[src/rtl/bus_transfer_arbiter_if.sv]
// Handshake and bus-side signals between requesters and the bus transfer arbiter.
// The requester side uses the master modport; the arbiter uses slave.
interface bus_transfer_arbiter_if #(
   parameter int NREQ = 3
);
   logic [NREQ-1:0]   req;
   logic [5*NREQ-1:0] req_src;
   logic [5*NREQ-1:0] req_dst;
   logic [NREQ-1:0]   ack;
   logic [NREQ-1:0]   err;
   logic [4:0]        bus_sel;
   logic [31:0]       dst_we;
   logic              busy;

   modport master (
      output req, req_src, req_dst,
      input  ack, err, bus_sel, dst_we, busy
   );

   modport slave (
      input  req, req_src, req_dst,
      output ack, err, bus_sel, dst_we, busy
   );
endinterface

[src/rtl/bus_transfer_arbiter.sv]
// Round-robin owner of the datapath bus: drives the mux select, waits for the bus
// to settle, then strobes one destination write enable and acks the requester.
//
//   state  | meaning
//   IDLE   | no transfer; bus_sel keeps its last value
//   SETTLE | bus_sel driven, settle counter running
//   WRITE  | one cycle: dst_we and ack pulse, next winner chosen
//   REJECT | one cycle: err pulse for an unassigned source code
module bus_transfer_arbiter #(
   parameter int NREQ          = 3,
   parameter int SETTLE_CYCLES = 1,
   parameter int MAX_SRC       = 23
) (
   input  logic                  clock,
   input  logic                  clear_n,
   bus_transfer_arbiter_if.slave bus
);
   localparam int PW = (NREQ > 1) ? $clog2(NREQ) : 1;
   localparam int CW = $clog2(SETTLE_CYCLES + 1);

   typedef enum logic [1:0] {IDLE, SETTLE, WRITE, REJECT} state_t;

   state_t          state_q;
   logic [PW-1:0]   rr_ptr_q;
   logic [PW-1:0]   winner_q;
   logic [CW-1:0]   cnt_q;
   logic [4:0]      dst_q;
   logic [4:0]      bus_sel_q;
   logic [31:0]     dst_we_q;
   logic [NREQ-1:0] ack_q;
   logic [NREQ-1:0] err_q;
   logic            busy_q;

   logic [NREQ-1:0] cand_d;
   logic            win_vld_d;
   logic [PW-1:0]   win_idx_d;
   logic [PW-1:0]   rr_ptr_d;
   logic [4:0]      win_src_d;
   logic [4:0]      win_dst_d;
   logic            src_ok_d;

   always_comb begin : arb
      int idx;
      idx    = 0;
      cand_d = bus.req;
      // the requester being acked/rejected this cycle cannot win again immediately
      if (state_q == WRITE || state_q == REJECT) begin
         cand_d[winner_q] = 1'b0;
      end
      win_vld_d = 1'b0;
      win_idx_d = '0;
      for (int k = 0; k < NREQ; k++) begin
         idx = int'(rr_ptr_q) + k;
         if (idx >= NREQ) begin
            idx = idx - NREQ;
         end
         if (!win_vld_d && cand_d[PW'(idx)]) begin
            win_vld_d = 1'b1;
            win_idx_d = PW'(idx);
         end
      end
      win_src_d = '0;
      win_dst_d = '0;
      for (int j = 0; j < NREQ; j++) begin
         if (PW'(j) == win_idx_d) begin
            win_src_d = bus.req_src[5*j +: 5];
            win_dst_d = bus.req_dst[5*j +: 5];
         end
      end
      rr_ptr_d = (int'(win_idx_d) == NREQ - 1) ? '0 : win_idx_d + PW'(1);
      src_ok_d = ({27'b0, win_src_d} <= 32'(MAX_SRC));
   end

   always_ff @(posedge clock or negedge clear_n) begin
      if (!clear_n) begin
         state_q   <= IDLE;
         rr_ptr_q  <= '0;
         winner_q  <= '0;
         cnt_q     <= '0;
         dst_q     <= '0;
         bus_sel_q <= '0;
         dst_we_q  <= '0;
         ack_q     <= '0;
         err_q     <= '0;
         busy_q    <= 1'b0;
      end else begin
         dst_we_q <= '0;
         ack_q    <= '0;
         err_q    <= '0;
         case (state_q)
            SETTLE: begin
               if (cnt_q == CW'(1)) begin
                  state_q  <= WRITE;
                  dst_we_q <= 32'b1 << dst_q;
                  ack_q    <= NREQ'(1) << winner_q;
               end else begin
                  cnt_q <= cnt_q - CW'(1);
               end
            end
            IDLE, WRITE, REJECT: begin
               if (win_vld_d) begin
                  rr_ptr_q <= rr_ptr_d;
                  winner_q <= win_idx_d;
                  dst_q    <= win_dst_d;
                  if (src_ok_d) begin
                     state_q   <= SETTLE;
                     bus_sel_q <= win_src_d;
                     cnt_q     <= CW'(SETTLE_CYCLES);
                     busy_q    <= 1'b1;
                  end else begin
                     state_q <= REJECT;
                     err_q   <= NREQ'(1) << win_idx_d;
                     busy_q  <= 1'b0;
                  end
               end else begin
                  state_q <= IDLE;
                  busy_q  <= 1'b0;
               end
            end
         endcase
      end
   end

   assign bus.ack     = ack_q;
   assign bus.err     = err_q;
   assign bus.bus_sel = bus_sel_q;
   assign bus.dst_we  = dst_we_q;
   assign bus.busy    = busy_q;
endmodule

[src/flat_wrapper.sv]
// flat-port wrapper written by rule: the top's interface ports become plain ports
module bus_transfer_arbiter_flat 
#(
   parameter int NREQ          = 3,
   parameter int SETTLE_CYCLES = 1,
   parameter int MAX_SRC       = 23
)
  (clock, clear_n, bus_req, bus_req_src, bus_req_dst, bus_ack, bus_err, bus_bus_sel, bus_dst_we, bus_busy);
  bus_transfer_arbiter_if #(.NREQ(NREQ)) bus_i ();
  input  logic clock;
  input  logic clear_n;
  input wire logic [$bits(bus_i.req)-1:0] bus_req;
  input wire logic [$bits(bus_i.req_src)-1:0] bus_req_src;
  input wire logic [$bits(bus_i.req_dst)-1:0] bus_req_dst;
  output wire logic [$bits(bus_i.ack)-1:0] bus_ack;
  output wire logic [$bits(bus_i.err)-1:0] bus_err;
  output wire logic [$bits(bus_i.bus_sel)-1:0] bus_bus_sel;
  output wire logic [$bits(bus_i.dst_we)-1:0] bus_dst_we;
  output wire logic [$bits(bus_i.busy)-1:0] bus_busy;
  assign bus_i.req = bus_req;
  assign bus_i.req_src = bus_req_src;
  assign bus_i.req_dst = bus_req_dst;
  assign bus_ack = bus_i.ack;
  assign bus_err = bus_i.err;
  assign bus_bus_sel = bus_i.bus_sel;
  assign bus_dst_we = bus_i.dst_we;
  assign bus_busy = bus_i.busy;
  bus_transfer_arbiter #(.NREQ(NREQ), .SETTLE_CYCLES(SETTLE_CYCLES), .MAX_SRC(MAX_SRC)) u_core (.clock(clock), .clear_n(clear_n), .bus(bus_i));
endmodule
[config.mk]
export PLATFORM = sky130hd
export DESIGN_NAME = bus_transfer_arbiter_flat
export DESIGN_NICKNAME = d
export VERILOG_FILES = /design/src/rtl/bus_transfer_arbiter_if.sv /design/src/rtl/bus_transfer_arbiter.sv /design/src/flat_wrapper.sv
export SDC_FILE = /design/constraint.sdc
export NUM_CORES = 1
export LEC_CHECK = 0
export BUFFER_PORTS_ARGS = -buffer_cell sky130_fd_sc_hd__buf_2
export CAP_MARGIN = 25
export CORE_AREA = 2 2 71 73
export CTS_CLUSTER_DIAMETER = 30
export DETAILED_ROUTE_END_ITERATION = 16
export DIE_AREA = 0 0 73 75
export GPL_ROUTABILITY_DRIVEN = 0
export HOLD_SLACK_MARGIN = 0.1
export MAX_ROUTING_LAYER = met4
export PLACE_DENSITY_LB_ADDON = 0.3
export SLEW_MARGIN = 20
export SYNTH_ARGS = -nofsm -noshare
export SYNTH_HDL_FRONTEND = slang
export SYNTH_SLANG_ARGS = --single-unit
[constraint.sdc]
create_clock -name clock -period 4.8 [get_ports clock]
set_input_delay 0.72 -clock clock [delete_from_list [all_inputs] [get_ports clock]]
set_output_delay 0.72 -clock clock [all_outputs]
set_load 0.01 [all_outputs]
==> results of run 1 <==
## kinds of logic after synthesis
kind of cell / share of synthesized area
AO/OA/AOI/OAI: 0.1226
adder cells (fa/ha/maj): 0.01532
buffers and inverters: 0.02809
flip-flops: 0.5720
multiplexers: 0.06026
AND/OR/NAND/NOR: 0.2017
## cell usage after synthesis, drive strengths merged, types with 2 or more instances
library cell / count / area, um2
nor2b: 2 / 12.51
nor2: 31 / 126.4
nand3: 5 / 30.03
nand2b: 9 / 56.30
a32oi: 2 / 17.52
or3: 2 / 12.51
nand3b: 6 / 45.04
clkbuf: 5 / 18.77
o21ai: 10 / 50.04
dfrtp: 56 / 1401
nand2: 26 / 100.1
mux2: 6 / 67.56
o21ba: 2 / 20.02
and3: 3 / 18.77
buf: 3 / 20.01
a31oi: 2 / 12.51
inv: 8 / 30.03
nor3: 11 / 55.05
ha: 3 / 37.54
o211ai: 2 / 15.01
mux2i: 8 / 80.08
a22o: 3 / 35.04
a21oi: 9 / 45.04
## metrics by stage
| step | utilization | std cells | power, W | hold WS (ps) | setup slack (ps) |
|---|---|---|---|---|---|
| after floorplan | - | 229 | 0.001278 | 424.4 | 2517 |
| after global placement | 0.6172 | 354 | 0.001449 | 480.9 | 2438 |
| after detailed placement | 0.6172 | 354 | 0.001469 | 488.8 | 2366 |
| after CTS | 0.6411 | 362 | 0.001776 | 520.0 | 2371 |
| after global routing | 0.6411 | 362 | 0.001905 | 551.5 | 2165 |
| final | 0.6411 | 362 | 0.001768 | 513.7 | 2351 |
## worst max-delay path, stage by stage (launching register included)
cell and delay (ps):
dfrtp_1 400, inv_1 70, ha_1 400, nand2b_1 220, a31oi_1 210, nor2_2 110, nor2_4 300, mux2i_1 230
o21ai_0 110, mux2_2 290
## worst min-delay path by stage
stage / to / cells after the start
after floorplan: u_core.bus.ack[0] / 0
after global placement: u_core.cnt_q / 1
after detailed placement: u_core.bus.busy / 2
after CTS: u_core.cnt_q / 1
after global routing: u_core.cnt_q / 1
final: u_core.cnt_q / 1
## power breakdown
group	switching (W)	total (W)	internal (W)
combinational	0.000450	0.000785	0.000335
clock	0.000149	0.000307	0.000158
sequential	0.000101	0.000676	0.000576
## state kept, by name (all words and copies together) (netlist names), 2 cells and up
signal / cells
u_core.bus.dst_we: 32
u_core.dst_q: 5
u_core.rr_ptr_q: 2
u_core.bus.ack: 3
u_core.bus.bus_sel: 5
u_core.state_q: 2
u_core.winner_q: 2
u_core.bus.err: 3
## routing by layer
| metal | track usage | part of all wire | up-vias |
|---|---|---|---|
| li1 | - | - | 945 |
| met4 | 0.06173 | 0.013 | 0 |
| met2 | 0.3073 | 0.47 | 86 |
| met3 | 0.05489 | 0.072 | 9 |
| met1 | 0.2697 | 0.44 | 905 |
| met5 | - | 0 | - |
## layout make-up
class / instances / area [um2]
multi-input combinational: 157 / 979.7
fill: 381 / 1673
clock inverter: 2 / 38.79
clock buffer: 6 / 72.57
timing repair buffer: 79 / 397.9
inverter: 8 / 30.03
tap: 54 / 67.56
sequential: 56 / 1401
==> flow_summary.json, run 1 <==
{
  "critPathRequiredTime_ps": 5000,
  "outcome": "finished, final reports clean",
  "worst_setup_path_end_kind": "register",
  "grt_setup_unrepaired": "false",
  "r2r_setup_slack_ps": 2350,
  "reg2reg_depth": 9,
  "cts_tree": "yes",
  "fin_nets": 345,
  "cts_hold_buf": 0,
  "clk_latency_ps": 310,
  "synth-main-ff-cell": "dfrtp_1",
  "finalInstanceArea_um2": 2988,
  "worstSetupPathType": "register to register",
  "port-buffer-count": 78,
  "synthesis.instances": 229,
  "layout-drive-gt1-share": 0.3377,
  "grt_overflow": 0,
  "rr_endpoint": "u_core.dst_q[4]",
  "cts.path.max_buffers": 2,
  "core_um2": 4661,
  "finalClockSkew_ps": 7.963,
  "cts_sinks": 56,
  "hold_viol_final": 0,
  "synth_edf_count": 0,
  "slew_headroom": 0.5563,
  "grt_pass1_vias": 1774,
  "dr_total_vias": 1945,
  "synthArstFlopShare": 1.000,
  "io_pins": 79,
  "syn_area_per_cell_um2": 10.70,
  "cts_resized": 0,
  "leakage_nw": 1.548,
  "startpoint": "u_core.rr_ptr_q[0]",
  "drt-initial-drc-count": 119,
  "yosysWarnings": 0,
  "drv_slew": 0,
  "post_cts_buffers": 0,
  "dieHeight_um": 75,
  "grt_start_max_net_pins": 57,
  "grt_pass1_wl_mm": 8.286,
  "dieArea_um2": 5475,
  "grt_use_total": 0.2033,
  "syn2layout_area_growth_pct": 21.96,
  "htreeDepth": 2,
  "synth.distinct_cells": 45,
  "fmax_mhz": 408.3,
  "crit_fanout": 10,
  "final_common_cell": "buf_2",
  "numCtsBuffers": 5,
  "root_buffer": "clkbuf_8",
  "min_from": "u_core.cnt_q",
  "wl_per_cell_um": 13.92,
  "rows": 25,
  "worstSetupEndpoint": "u_core.dst_q[4]",
  "via_per_inst": 5.373,
  "cp_data_arrival_time_ps": 2650,
  "worst_slew_pin_slew_ps": 665.5,
  "layout_min_cycle_time_ps": 2449,
  "antenna_cells": 0,
  "drv_cap": 0,
  "dr.pass1.iters": 4,
  "setup_viol": 0,
  "setup-tns-final_ps": 0,
  "routed_wl_mm": 5.040,
  "final_cell_mix": "buf_2, dfrtp_1, nor2_1",
  "place_area_um2": 2877,
  "finalCritPeriodShare": 0.5102,
  "antenna_found_initial": 0,
  "r2r_start": "u_core.rr_ptr_q[0]",
  "syn_area_um2": 2450,
  "die_w_um": 73,
  "start_util": 0.5256,
  "yosysSeqAreaShare": 0.5720,
  "irDropWorstVdd_v": 0.0003433,
  "yosys_register_bits": 56,
  "hpwl_mm": 3.729,
  "power.density_nw_per_um2": 591.7,
  "route.detailed.drc": 0,
  "startpoint_type": "register",
  "clk_pin_slew_ps": 100,
  "ant_nets": 0,
  "min_path_type": "register to register",
  "syn_nets": 267
}
No activity file was read; power rests on OpenSTA's default activity.
==> run 2: changes to the inputs <==
ABC_AREA = 1   (was default)
CORE_AREA = 2 2 74 76   (was 2 2 71 73)
DIE_AREA = 0 0 76 78   (was 0 0 73 75)
clock period = 2.5 ns   (was 4.8 ns; I/O delays follow)
==> flow_summary.json, run 2 <==
{
  "outcome": "finished, final reports clean",
  "syn2layout_area_growth_pct": 24.92,
  "htreeDepth": 2,
  "finalClockSkew_ps": 5.813,
  "cp_data_arrival_time_ps": 2520,
  "drv_slew": 0,
  "start_util": 0.4868,
  "worst_setup_path_end_kind": "register",
  "largest_reg_flops": 32,
  "syn_nets": 307,
  "die_w_um": 76,
  "drt-initial-drc-count": 184,
  "layout-drive-gt1-share": 0.3116,
  "finalInstanceArea_um2": 3067,
  "finalCritPeriodShare": 0.9278,
  "clk_latency_ps": 300,
  "rows": 26,
  "fin_hold_ws_ps": 365.0,
  "layout_min_cycle_time_ps": 2319,
  "dr_total_vias": 2132,
  "antenna_cells": 0,
  "routed_wl_mm": 5.575,
  "synthArstFlopShare": 1.000,
  "leakage_nw": 1.670,
  "yosys.area.top_type_share": 0.5708,
  "place_area_um2": 2914,
  "report.power.total_w": 0.004353,
  "final_cell_mix": "buf_2, dfrtp_1, nand2_1",
  "synth_top_family_by_area": "simple AND/OR/NAND/NOR gates",
  "antenna_found_initial": 0,
  "syn_area_um2": 2455,
  "synth.largest_area_cell": "dfrtp_1",
  "port-buffer-count": 78,
  "synth_compound_area_frac": 0.05505,
  "startpoint_type": "register",
  "cts_tree": "yes",
  "synthesis.instances": 269,
  "grt_start_max_net_pins": 33,
  "grt_use_total": 0.2003,
  "worst_slew_pin_slew_ps": 538.2,
  "yosys_register_bits": 56,
  "synth_commonest_cells": "dfrtp_1, nand2_1, nor2_1",
  "synth_most_common_cell": "dfrtp_1",
  "hpwl_mm": 4.100,
  "io_pins": 79,
  "drv_cap": 0,
  "dieHeight_um": 78,
  "yosysSeqAreaShare": 0.5708,
  "min_path_type": "input pin to register",
  "slew_headroom": 0.6403,
  "dieArea_um2": 5928,
  "clk_pin_slew_ps": 90,
  "critPathRequiredTime_ps": 2700,
  "synth_edf_count": 0,
  "synthMuxAreaShare": 0,
  "wl_per_cell_um": 13.18,
  "synth-main-ff-cell": "dfrtp_1",
  "cts_sinks": 56,
  "synthXorXnorAreaFrac": 0,
  "synth_fa_ha_area_frac": 0.01529,
  "syn_area_per_cell_um2": 9.126,
  "grtUsageMet3": 0.02791,
  "grtUsageMet2": 0.3375,
  "grt_use_met1": 0.2469,
  "synth.distinct_cells": 26,
  "via_per_inst": 5.040,
  "yosysWarnings": 0,
  "yosys.area_share.simple": 0.3053,
  "final_common_cell": "buf_2",
  "ant_nets": 0,
  "fin_nets": 390,
  "worstSetupPathType": "register to register",
  "core_um2": 5042,
  "setup-tns-final_ps": 0,
  "fmax_mhz": 431.1,
  "root_buffer": "clkbuf_8",
  "numCtsBuffers": 5,
  "cts.path.max_buffers": 2,
  "irDropWorstVdd_v": 0.001027,
  "route.detailed.drc": 0,
  "grt_pass1_wl_mm": 9.190,
  "synth.area.top_cells": "dfrtp_1, nand2_1, nor2_1",
  "busiest_layer": "met2",
  "grt_overflow": 0,
  "power.density_nw_per_um2": 1420,
  "grt_setup_unrepaired": "false",
  "grt_pass1_vias": 2017,
  "setup_viol": 0,
  "hold_viol_final": 0,
  "dr.pass1.iters": 4,
  "crit_fanout": 9,
  "fin_util": 0.6082
}
[run 2: path summary, 6_finish.rpt]
check,endpoint,slack (ps),cells after the start,start
worst min register to register,u_core.bus.bus_sel[1],480,2,u_core.bus.bus_sel[1]
worst max-delay path,u_core.bus.bus_sel[1],180,15,u_core.rr_ptr_q[1]
min in group asynchronous,u_core.bus.dst_we[21],560,2,clear_n
max in group asynchronous,u_core.cnt_q,1140,3,clear_n
worst min-delay path,u_core.dst_q[2],370,3,bus_req_dst[7]
worst max register to register,u_core.bus.bus_sel[1],180,15,u_core.rr_ptr_q[1]
[run 2: where the power goes]
part	switching, W	total [W]	internal (W)
clock	0.000271	0.000569	0.000297
sequential	0.000167	0.00129	0.00113
combinational	0.00166	0.00249	0.000829
total	0.00210	0.00435	0.00225
[run 2: cell families (layout without fill, tap and decap cells)]
group | Yosys count | after routing
AOI/OAI and AO/OA | 25 | 25
adders and majority gates | 3 | 3
buffers and inverters | 34 | 118
DFF | 56 | 56
and+or+nand+nor | 151 | 151
[run 2: critical path, cell delays in order (launching register included)]
cell and delay (ps):
dfrtp_1 420, inv_1 80, ha_2 220, inv_1 90, nand4_1 130, nand3_1 170
nor2_4 180, nand3_1 140, nand2_4 120, inv_1 110, nand2_1 110, nand3_2 100
nand2_4 140, nand3_4 90, nand2_1 80, nand2_1 40
[run 2: area by class of cell]
class,count,area [um2]
tap,70,87.58
fill,464,1976
clock inverter,2,35.03
inverter,26,97.59
multi-input combinational,179,934.6
clock buffer,6,72.57
sequential,56,1401
timing repair buffer,84,437.9
[run 2: timing repair]
item | 4_1_cts | 5_1_grt
resized for setup | 0 | 3
hold endpoints to repair | 24 | 0
hold buffers | 1 | 0
setup buffers | 0 | 3
endpoints found under the setup margin | 0 | 15
[run 2: metal layers]
layer / wire length [um] / share of wire / up-vias
met5: 0 / 0 / -
li1: - / - / 1054
met2: 2701 / 0.48 / 102
met4: 146 / 0.026 / 0
met3: 366 / 0.066 / 16
met1: 2361 / 0.42 / 960
[run 2: stage by stage]
stage | setup slack (ps) | instances
after global routing | 20.36 | 423
after floorplan | 507.6 | 269
after detailed placement | 71.30 | 411
after global placement | 55.56 | 411
after CTS | 35.58 | 420
final | 180.5 | 423
